## config.mk

```make
export PLATFORM = sky130hd
export DESIGN_NAME = sc_boot_loader
export DESIGN_NICKNAME = d
export VERILOG_FILES = /design/src/rtl/sc_boot_loader_pkg.sv /design/src/rtl/sc_boot_loader_word_packer.sv /design/src/rtl/sc_boot_loader.sv
export SDC_FILE = /design/constraint.sdc
export NUM_CORES = 1
export LEC_CHECK = 0
export ABC_CLOCK_PERIOD_IN_PS = 2200
export CORE_ASPECT_RATIO = 0.8
export CORE_MARGIN = 2
export CORE_UTILIZATION = 48
export CTS_CLUSTER_SIZE = 40
export DETAILED_ROUTE_END_ITERATION = 8
export PLACE_DENSITY = 0.86
export REMOVE_ABC_BUFFERS = 1
export SYNTH_ARGS = -nofsm -noshare
export SYNTH_HDL_FRONTEND = slang
export SYNTH_SLANG_ARGS = --single-unit
```

## constraint.sdc

```tcl
create_clock -name i_clk -period 2.2 [get_ports i_clk]
set_input_delay 0.44 -clock i_clk [delete_from_list [all_inputs] [get_ports i_clk]]
set_output_delay 0.44 -clock i_clk [all_outputs]
set_load 0.01 [all_outputs]
```

## src/rtl/sc_boot_loader_pkg.sv

```systemverilog
// Shared definitions for the boot loader: FSM state encodings and frame field widths.
package sc_boot_loader_pkg;

  localparam int LEN_W  = 16;
  localparam int BYTE_W = 8;

  typedef enum logic [2:0] {
    ST_LEN_HI = 3'd0,
    ST_LEN_LO = 3'd1,
    ST_DATA   = 3'd2,
    ST_CSUM   = 3'd3,
    ST_RUN    = 3'd4,
    ST_ERR    = 3'd5
  } state_t;

endpackage

```

## src/rtl/sc_boot_loader_word_packer.sv

```systemverilog
// Shifts bytes big-endian into a 32-bit word; pulses word_valid the cycle after the 4th byte.
module sc_word_packer
  import sc_boot_loader_pkg::*;
(
  input  logic              i_clk,
  input  logic              i_clr,
  input  logic              i_push,
  input  logic [BYTE_W-1:0] i_byte,
  output logic [31:0]       o_word,
  output logic              o_word_valid
);

  logic [31:0] r_word;
  logic [1:0]  r_idx;
  logic        r_vld;

  always_ff @(posedge i_clk) begin
    if (i_clr) begin
      r_word <= 32'd0;
      r_idx  <= 2'd0;
      r_vld  <= 1'b0;
    end else begin
      r_vld <= i_push && (r_idx == 2'd3);
      if (i_push) begin
        r_word <= {r_word[23:0], i_byte};
        r_idx  <= r_idx + 2'd1;
      end
    end
  end

  // The word register only moves on a push, so it is stable during the strobe cycle.
  assign o_word       = r_word;
  assign o_word_valid = r_vld;

endmodule

```

## src/rtl/sc_boot_loader.sv

```systemverilog
// Loads a length-prefixed, XOR-checksummed byte image into instruction memory and
// releases the CPU from reset only once the whole image has arrived intact.
module sc_boot_loader
  import sc_boot_loader_pkg::*;
#(
  parameter logic [31:0] BASE_ADDR = 32'h0000_0000,
  parameter int          MAX_WORDS = 1024
)(
  input  logic              i_clk,
  input  logic              i_clr,
  input  logic              i_in_valid,
  input  logic [BYTE_W-1:0] i_in_data,
  output logic              o_in_ready,
  output logic              o_im_we,
  output logic [31:0]       o_im_addr,
  output logic [31:0]       o_im_wdata,
  output logic              o_cpu_clrn,
  output logic              o_done,
  output logic              o_error
);

  state_t             r_state, w_state_nxt;
  logic [LEN_W-1:0]   r_len;
  logic [LEN_W-1:0]   r_word_cnt;
  logic [1:0]         r_byte_idx;
  logic [BYTE_W-1:0]  r_csum;
  logic [31:0]        r_addr;
  logic               w_xfer;
  logic               w_push;
  logic               w_word_vld;
  logic [31:0]        w_word;
  logic [LEN_W-1:0]   w_len_new;

  assign o_in_ready = (r_state == ST_LEN_HI) || (r_state == ST_LEN_LO) ||
                      (r_state == ST_DATA)   || (r_state == ST_CSUM);
  assign w_xfer     = i_in_valid && o_in_ready;
  assign w_push     = w_xfer && (r_state == ST_DATA);
  assign w_len_new  = {r_len[15:8], i_in_data};

  always_comb begin
    w_state_nxt = r_state;
    case (r_state)
      ST_LEN_HI: if (w_xfer) w_state_nxt = ST_LEN_LO;
      ST_LEN_LO: if (w_xfer) begin
        if (w_len_new == '0)                         w_state_nxt = ST_CSUM;
        else if ({16'd0, w_len_new} > 32'(MAX_WORDS)) w_state_nxt = ST_ERR;
        else                                         w_state_nxt = ST_DATA;
      end
      ST_DATA: if (w_xfer && (r_byte_idx == 2'd3) && (r_word_cnt + 16'd1 == r_len))
        w_state_nxt = ST_CSUM;
      ST_CSUM: if (w_xfer) w_state_nxt = (i_in_data == r_csum) ? ST_RUN : ST_ERR;
      default: w_state_nxt = r_state;
    endcase
  end

  always_ff @(posedge i_clk) begin
    if (i_clr) begin
      r_state    <= ST_LEN_HI;
      r_len      <= '0;
      r_word_cnt <= '0;
      r_byte_idx <= 2'd0;
      r_csum     <= '0;
      r_addr     <= BASE_ADDR;
    end else begin
      r_state <= w_state_nxt;
      if (w_xfer && (r_state != ST_CSUM)) r_csum <= r_csum ^ i_in_data;
      if (w_xfer && (r_state == ST_LEN_HI)) r_len[15:8] <= i_in_data;
      if (w_xfer && (r_state == ST_LEN_LO)) r_len[7:0]  <= i_in_data;
      if (w_push) begin
        r_byte_idx <= r_byte_idx + 2'd1;
        if (r_byte_idx == 2'd3) r_word_cnt <= r_word_cnt + 16'd1;
      end
      // Address advances after each strobe, so the next word sees BASE_ADDR + 4*k.
      if (w_word_vld) r_addr <= r_addr + 32'd4;
    end
  end

  sc_word_packer u_packer (
    .i_clk        (i_clk),
    .i_clr        (i_clr),
    .i_push       (w_push),
    .i_byte       (i_in_data),
    .o_word       (w_word),
    .o_word_valid (w_word_vld)
  );

  assign o_im_we    = w_word_vld;
  assign o_im_addr  = r_addr;
  assign o_im_wdata = w_word;
  assign o_cpu_clrn = (r_state == ST_RUN);
  assign o_done     = (r_state == ST_RUN);
  assign o_error    = (r_state == ST_ERR);

endmodule

```

==> flow_summary.json, run 1 <==
{
  "outcome": "complete, no violations",
  "area_taken_by_multi_input_logic_gates_um2": 2620,
  "yosys.area.top_type": "sky130_fd_sc_hd__dfxtp_1",
  "max_clock_freq_ghz": 0.471,
  "final_max_slew_viols": 0,
  "synth.top_cell.area_share": 0.445,
  "buffer_ports.inserted": 77,
  "end_kind": "flop",
  "cts.clk_slew.worst_paths_ns": 0.07,
  "number_of_enable_flip_flop_cells_after_synthesis": 0,
  "post_route_cells_drive_above_1_share": 0.103,
  "cts-hold-fix-buffers": 0,
  "worst_slew_pin_slew_ns": 0.637,
  "yosys_warnings": 0,
  "ios": 80,
  "fp.coreArea_um2": 10200,
  "finalHoldViolations": 0,
  "timing.rr.start": "r_word_cnt[0]",
  "gpl_congestion": 0.884,
  "die_w_um": 118,
  "finalClockSkew_ns": 0.00707,
  "netlist_top_cells_area": "sky130_fd_sc_hd__dfxtp_1 (45%), sky130_fd_sc_hd__nand2_1 (9.6%), sky130_fd_sc_hd__xor2_1 (9.2%)",
  "initial_cell_density_of_the_core": 0.487,
  "number_of_flip_flops_and_latches_in_the_synthesized_netlist": 110,
  "crit_slowest_cell": "sky130_fd_sc_hd__clkdlybuf4s50_1",
  "overflow": 0,
  "max_cap_viols": 0,
  "worstRegToRegCells": 8,
  "synth_flop_cell": "sky130_fd_sc_hd__dfxtp_1",
  "detailed_route_vias_per_instance": 5.32,
  "reg2reg_slack_ns": 0.08,
  "cts_max_path_buffers": 2,
  "netlist_instances": 608,
  "criticalPathCategory": "in2reg",
  "cts_h_tree_lvls": 3,
  "min_period_ns": 2.13,
  "tritoncts": "done",
  "worst_skew_pair.late_latency_ns": 0.34,
  "setup_viol_count_final": 0,
  "p_per_area_nw_per_um2": 626,
  "crit_path_start_kind": "input port",
  "synth_area_per_cell_um2": 8.14,
  "grt_start_max_net_pins": 42,
  "route.detailed.wl_per_inst_um": 14.7,
  "timing.critical_path.slowest_cell_delay_ns": 0.52,
  "number_of_antenna_violations_at_the_first_check_in_global_routing": 0,
  "detailedPlacementHpwl_um": 8900,
  "static-leakage-power_nw": 2.29,
  "path_cells": "clkdlybuf4s50_1, and4bb_2, nand2_1, nor3_1, nand3_1, nor4_2, nand4b_1, a211oi_2",
  "grt.met3_usage": 0.0501,
  "mappedNetlistArea_um2": 4950,
  "routed-via-count": 4476,
  "layout-area-overhead-vs-synth_pct": 28.4,
  "grt_pass1_vias": 4285,
  "placement_rows": 33,
  "dieHeight_um": 94.8,
  "worst_slew_margin_rel": 0.575,
  "die-area_um2": 11100,
  "ant_nets": 0,
  "yosysSeqAreaShare": 0.445,
  "worst-path-max-fanout": 4,
  "fill_cell_count": 857,
  "number_of_design_rule_violations_left_by_the_first_detailed_router_iteration": 333,
  "tns_ns": 0,
  "drt-total-wl_um": 12300,
  "drc": 0,
  "grt-busiest-layer": "met2",
  "nets": 712,
  "synth_cell_types": 43,
  "cp_data_required_time_ns": 2.46,
  "tritoncts_num_sinks": 110,
  "endpoint": "r_state[2]",
  "max-vdd-ir-drop_uv": 562,
  "root_buffer": "sky130_fd_sc_hd__clkbuf_16",
  "layout_commonest_cell": "sky130_fd_sc_hd__nand2_1",
  "timing.hold.ws_ns": 0.469,
  "ys_async_sr_fraction": 0,
  "final-seq-area_um2": 2210,
  "crit-reg2reg-capture": "r_state[2]",
  "layout_common_cells": "sky130_fd_sc_hd__nand2_1 (127), sky130_fd_sc_hd__dfxtp_1 (106), sky130_fd_sc_hd__clkdlybuf4s50_1 (76)",
  "overall_routing_resource_usage": 0.218,
  "antennaDiodeCount": 0,
  "worst-endpoint-arrival_ns": 2.39,
  "grt_first_pass_wirelength_um": 20000,
  "min-delay-path-class": "reg2reg",
  "met2_usage": 0.365,
  "met1_usage": 0.280,
  "first_pass_iters": 4,
  "fin_crit_share": 0.966,
  "crit_path_start": "i_in_valid",
  "cts-buffers-inserted": 9
}
[critical path, delay by kind of cell]
family | cells | cell delay (ns)
buffers and inverters | 1 | 0.52
AO/OA/AOI/OAI | 1 | 0.27
AND/OR/NAND/NOR | 6 | 1.16
[Yosys cell counts, drive strengths merged, types with 2 or more instances]
cell type	instances
nand3b	2
nor2b	2
or4	2
ha	4
nand2	128
nand3	23
nor2	64
nor4	7
dfxtp	110
and3	11
and2	2
inv	4
nand4	11
a211oi	2
and4	5
mux2i	4
nor3b	4
nand2b	2
xor2	52
xnor2	27
or3	6
buf	15
a21oi	62
nor3	10
o21ai	15
clkbuf	22
[metrics by stage]
stage                     cells   util  worst slack (ns)  power [W]  area (um^2)
final                       841  0.625            0.0748    0.00398         6350
after global routing        841  0.625          -0.00918    0.00411         6350
after CTS                   840  0.618           0.00721    0.00400         6280
after detailed placement    825  0.591            -0.310    0.00249         6000
after global placement      825  0.591            -0.182    0.00247         6000
after floorplan             572      -            -0.275    0.00232         4780
[flip-flops by register name (all words and copies together) (netlist names)]
name / flops
r_word_cnt: 16
r_len: 16
u_packer.r_idx: 2
r_byte_idx: 2
u_packer.o_word: 32
r_csum: 8
u_packer.o_word_valid: 1
r_state: 3
o_im_addr: 30
[where the power goes]
group / total (W) / internal (W) / switching [W]
combinational: 0.000372 / 0.000157 / 0.000215
sequential: 0.00209 / 0.00204 / 0.0000490
clock: 0.00152 / 0.000779 / 0.000739
[worst min path at each step]
stage,startpoint,endpoint,slack [ns],cells past startpoint
6_report,u_packer.o_word[4],u_packer.o_word[12],0.47,2
5_1_grt,u_packer.o_word[15],u_packer.o_word[23],0.48,2
4_1_cts,u_packer.o_word[4],u_packer.o_word[12],0.47,2
3_5_place_dp,u_packer.o_word[29],u_packer.o_word[29],0.46,2
2_1_floorplan,r_byte_idx[1],r_byte_idx[1],0.43,2
3_3_place_gp,u_packer.o_word[31],u_packer.o_word[31],0.45,2
[final cells by class]
type                       instances  area share
clock buffer                      10      0.0361
clock inverter                     5     0.00729
inverter                           4     0.00236
multi-input combinational        458       0.412
sequential                       110       0.348
tap                              140      0.0276
timing repair buffer             114       0.167
[kinds of logic after synthesis]
family | after synthesis | share of synthesized area
buf+inv | 41 | 0.0379
mux | 5 | 0.0104
flops | 110 | 0.445
xor+xnor | 79 | 0.140
fa+ha+maj | 4 | 0.0101
simple gates | 283 | 0.262
other cells | 1 | 0.000758
compound gates | 85 | 0.0938
[what timing repair did]
item,4_1_cts,5_1_grt
setup buffers,0,1
gates resized for setup,0,16
endpoints found under the setup margin,0,5
[routing by layer]
layer	vias to the layer above	wire [um]	share of wire
met4	0	246	0.020
li1	2195	-	-
met1	2132	5510	0.45
met5	-	0	0
met2	126	5900	0.48
met3	23	675	0.055
(Power assumes the default switching activity.)
==> run 2: changes to the inputs <==
--- a/config.mk
+++ b/config.mk
@@ -5,10 +5,11 @@
 export SDC_FILE = /design/constraint.sdc
 export NUM_CORES = 1
 export LEC_CHECK = 0
+export ABC_AREA = 1
 export ABC_CLOCK_PERIOD_IN_PS = 2200
 export CORE_ASPECT_RATIO = 0.8
 export CORE_MARGIN = 2
-export CORE_UTILIZATION = 48
+export CORE_UTILIZATION = 49
 export CTS_CLUSTER_SIZE = 40
 export DETAILED_ROUTE_END_ITERATION = 8
 export PLACE_DENSITY = 0.86
==> flow_summary.json, run 2 <==
{
  "outcome": "complete, no violations",
  "hold_path.startpoint": "o_im_addr[31]",
  "postCtsSetupBuffers": 0,
  "cp_data_required_time_ns": 1.76,
  "cts-hold-fix-buffers": 0,
  "number_of_enable_flip_flop_cells_after_synthesis": 0,
  "final_cell_count_no_fill": 948,
  "grt_start_max_net_pins": 89,
  "min_period_ns": 2.05,
  "largest_reg_flops": 32,
  "layout_common_cells": "sky130_fd_sc_hd__nand2_1 (113), sky130_fd_sc_hd__nor2_1 (110), sky130_fd_sc_hd__dfxtp_1 (109)",
  "initial_cell_density_of_the_core": 0.505,
  "netlist_instances": 729,
  "antennaDiodeCount": 0,
  "route.detailed.wl_per_inst_um": 13.4,
  "worst_path_dominant_cell_family": "buffers and inverters",
  "tritoncts": "done",
  "p_per_area_nw_per_um2": 676,
  "yosys_warnings": 0,
  "cts_max_path_buffers": 2,
  "buffer_ports.inserted": 77,
  "rsz0062_at_grt": "false",
  "synth.top_cell.area_share": 0.422,
  "grt-busiest-layer": "met2",
  "die-area_um2": 11500,
  "cts-buffers-inserted": 9,
  "gpl_congestion": 0.900,
  "layout-area-overhead-vs-synth_pct": 24.1,
  "cts.repair.resized": 0,
  "nets": 818,
  "netlist_top_cells_area": "sky130_fd_sc_hd__dfxtp_1 (42%), sky130_fd_sc_hd__nand2_1 (8.1%), sky130_fd_sc_hd__nor2_1 (8.0%)",
  "reg2reg_slack_ns": 0.24,
  "crit_path_start_kind": "flop",
  "placement_rows": 33,
  "p_total_w": 0.00437,
  "detailed_route_vias_per_instance": 5.15,
  "path_cells": "inv_1, nor2_1, inv_1, nor2_1, clkdlybuf4s50_1",
  "critPathBufInv": 3,
  "post_route_cells_drive_above_1_share": 0.0953,
  "dieHeight_um": 96.3,
  "mappedNetlistArea_um2": 5210,
  "die_w_um": 119,
  "yosysSeqAreaShare": 0.422,
  "met2_usage": 0.365,
  "synth_commonest_cells": "sky130_fd_sc_hd__nand2_1 (113), sky130_fd_sc_hd__nor2_1 (111), sky130_fd_sc_hd__dfxtp_1 (110), sky130_fd_sc_hd__inv_1 (86), sky130_fd_sc_hd__o21ai_0 (83)",
  "crit_slowest_cell": "sky130_fd_sc_hd__clkdlybuf4s50_1",
  "timing.rr.start": "r_word_cnt[0]",
  "first_pass_iters": 5,
  "end_kind": "output pin",
  "synth_area_per_cell_um2": 7.15,
  "drt-total-wl_um": 12700,
  "drc": 0,
  "max_clock_freq_ghz": 0.488,
  "max-vdd-ir-drop_uv": 490,
  "setup_viol_count_final": 0,
  "ys_async_sr_fraction": 0,
  "number_of_antenna_violations_at_the_first_check_in_global_routing": 0,
  "synth_cell_types": 39,
  "cell_total_after_placement": 932,
  "grt_first_pass_wirelength_um": 21700,
  "pre_cts_slack_ns": 0.123,
  "max_cap_viols": 0,
  "final.setup.worst_slack_ns": 0.151,
  "cts_h_tree_lvls": 3,
  "grt_pass1_vias": 4601,
  "grt.met3_usage": 0.0723,
  "tritoncts_num_sinks": 110,
  "crit_path_start": "r_state[0]",
  "final_max_slew_viols": 0,
  "min-delay-path-class": "reg2reg",
  "fin_crit_share": 0.931,
  "criticalPathCategory": "reg2out",
  "worst-endpoint-arrival_ns": 1.61,
  "static-leakage-power_nw": 2.65,
  "number_of_flip_flops_and_latches_in_the_synthesized_netlist": 110,
  "overall_routing_resource_usage": 0.234,
  "root_buffer": "sky130_fd_sc_hd__clkbuf_16",
  "ios": 80,
  "synth_flop_cell": "sky130_fd_sc_hd__dfxtp_1",
  "met1_usage": 0.316,
  "ant_nets": 0,
  "layout_commonest_cell": "sky130_fd_sc_hd__nand2_1",
  "yosys.area.top_type": "sky130_fd_sc_hd__dfxtp_1",
  "fp.coreArea_um2": 10300,
  "worst_skew_pair.late_latency_ns": 0.35,
  "finalHoldViolations": 0,
  "finalCoreUtilization": 0.627,
  "timing.critical_path.slowest_cell_delay_ns": 0.55,
  "overflow": 0,
  "number_of_design_rule_violations_left_by_the_first_detailed_router_iteration": 406,
  "worst-path-max-fanout": 5,
  "cts.clk_slew.worst_paths_ns": 0.07,
  "detailedPlacementHpwl_um": 9050,
  "routed-via-count": 4886,
  "yosysMostFrequentCell": "sky130_fd_sc_hd__nand2_1",
  "finalClockSkew_ns": 0.0105,
  "timing.hold.ws_ns": 0.467
}
==> run 2: per-stage QoR <==
step,TNS [ns],area (um^2)
floorplan,-17.01,5110
global placement,0,6180
detailed placement,0,6180
CTS,0,6470
global route,0,6470
finish,0,6470
==> run 2: area by class of cell <==
| type | instances | area, um^2 |
|---|---|---|
| Fill cell | 891 | 3850 |
| Multi-Input combinational cell | 504 | 2570 |
| Sequential cell | 110 | 2200 |
| Timing Repair Buffer | 88 | 891 |
| Inverter | 90 | 338 |
| Clock buffer | 10 | 229 |
| Tap cell | 140 | 175 |
| Clock inverter | 6 | 62.6 |
==> run 2: per-layer routing <==
layer / vias to the layer above / share of wire
met5: - / 0
met4: 0 / 0.012
met1: 2186 / 0.48
li1: 2513 / -
met3: 14 / 0.092
met2: 173 / 0.42
==> run 2: path summary, 6_finish.rpt <==
kind / end / cells past startpoint
max: o_error / 5
min: o_im_addr[31] / 2
max reg2reg: r_state[1] / 14
min reg2reg: o_im_addr[31] / 2
==> run 2: logic make-up (layout without fill, tap and decap cells) <==
group | Yosys count | after routing | synth area share
other | 1 | 2 | 0.000719
buffers and inverters | 116 | 194 | 0.0857
xor gates and xnor gates | 14 | 14 | 0.0288
AOI/OAI and AO/OA | 166 | 166 | 0.170
adders and majority gates | 4 | 4 | 0.00960
and+or+nand+nor | 318 | 318 | 0.283
DFF | 110 | 110 | 0.422
==> run 2: tightest hold or removal path: cells and delay by family (launching register included) <==
kind            cells  cell delay [ns]
buf+inv             1             0.06
flops               1             0.31
compound gates      1             0.05
==> run 2: report_power, final <==
part	internal, W	switching [W]
Sequential	0.00210	0.0000984
Clock	0.000800	0.000796
Combinational	0.000257	0.000320
==> run 3: changes to the inputs <==
--- a/config.mk
+++ b/config.mk
@@ -5,11 +5,9 @@
 export SDC_FILE = /design/constraint.sdc
 export NUM_CORES = 1
 export LEC_CHECK = 0
-export ABC_AREA = 1
-export ABC_CLOCK_PERIOD_IN_PS = 2200
 export CORE_ASPECT_RATIO = 0.8
 export CORE_MARGIN = 2
-export CORE_UTILIZATION = 49
+export CORE_UTILIZATION = 48
 export CTS_CLUSTER_SIZE = 40
 export DETAILED_ROUTE_END_ITERATION = 8
 export PLACE_DENSITY = 0.86
==> results of run 3 <==
Final layout, timing and power as in run 1 (identical DEF).
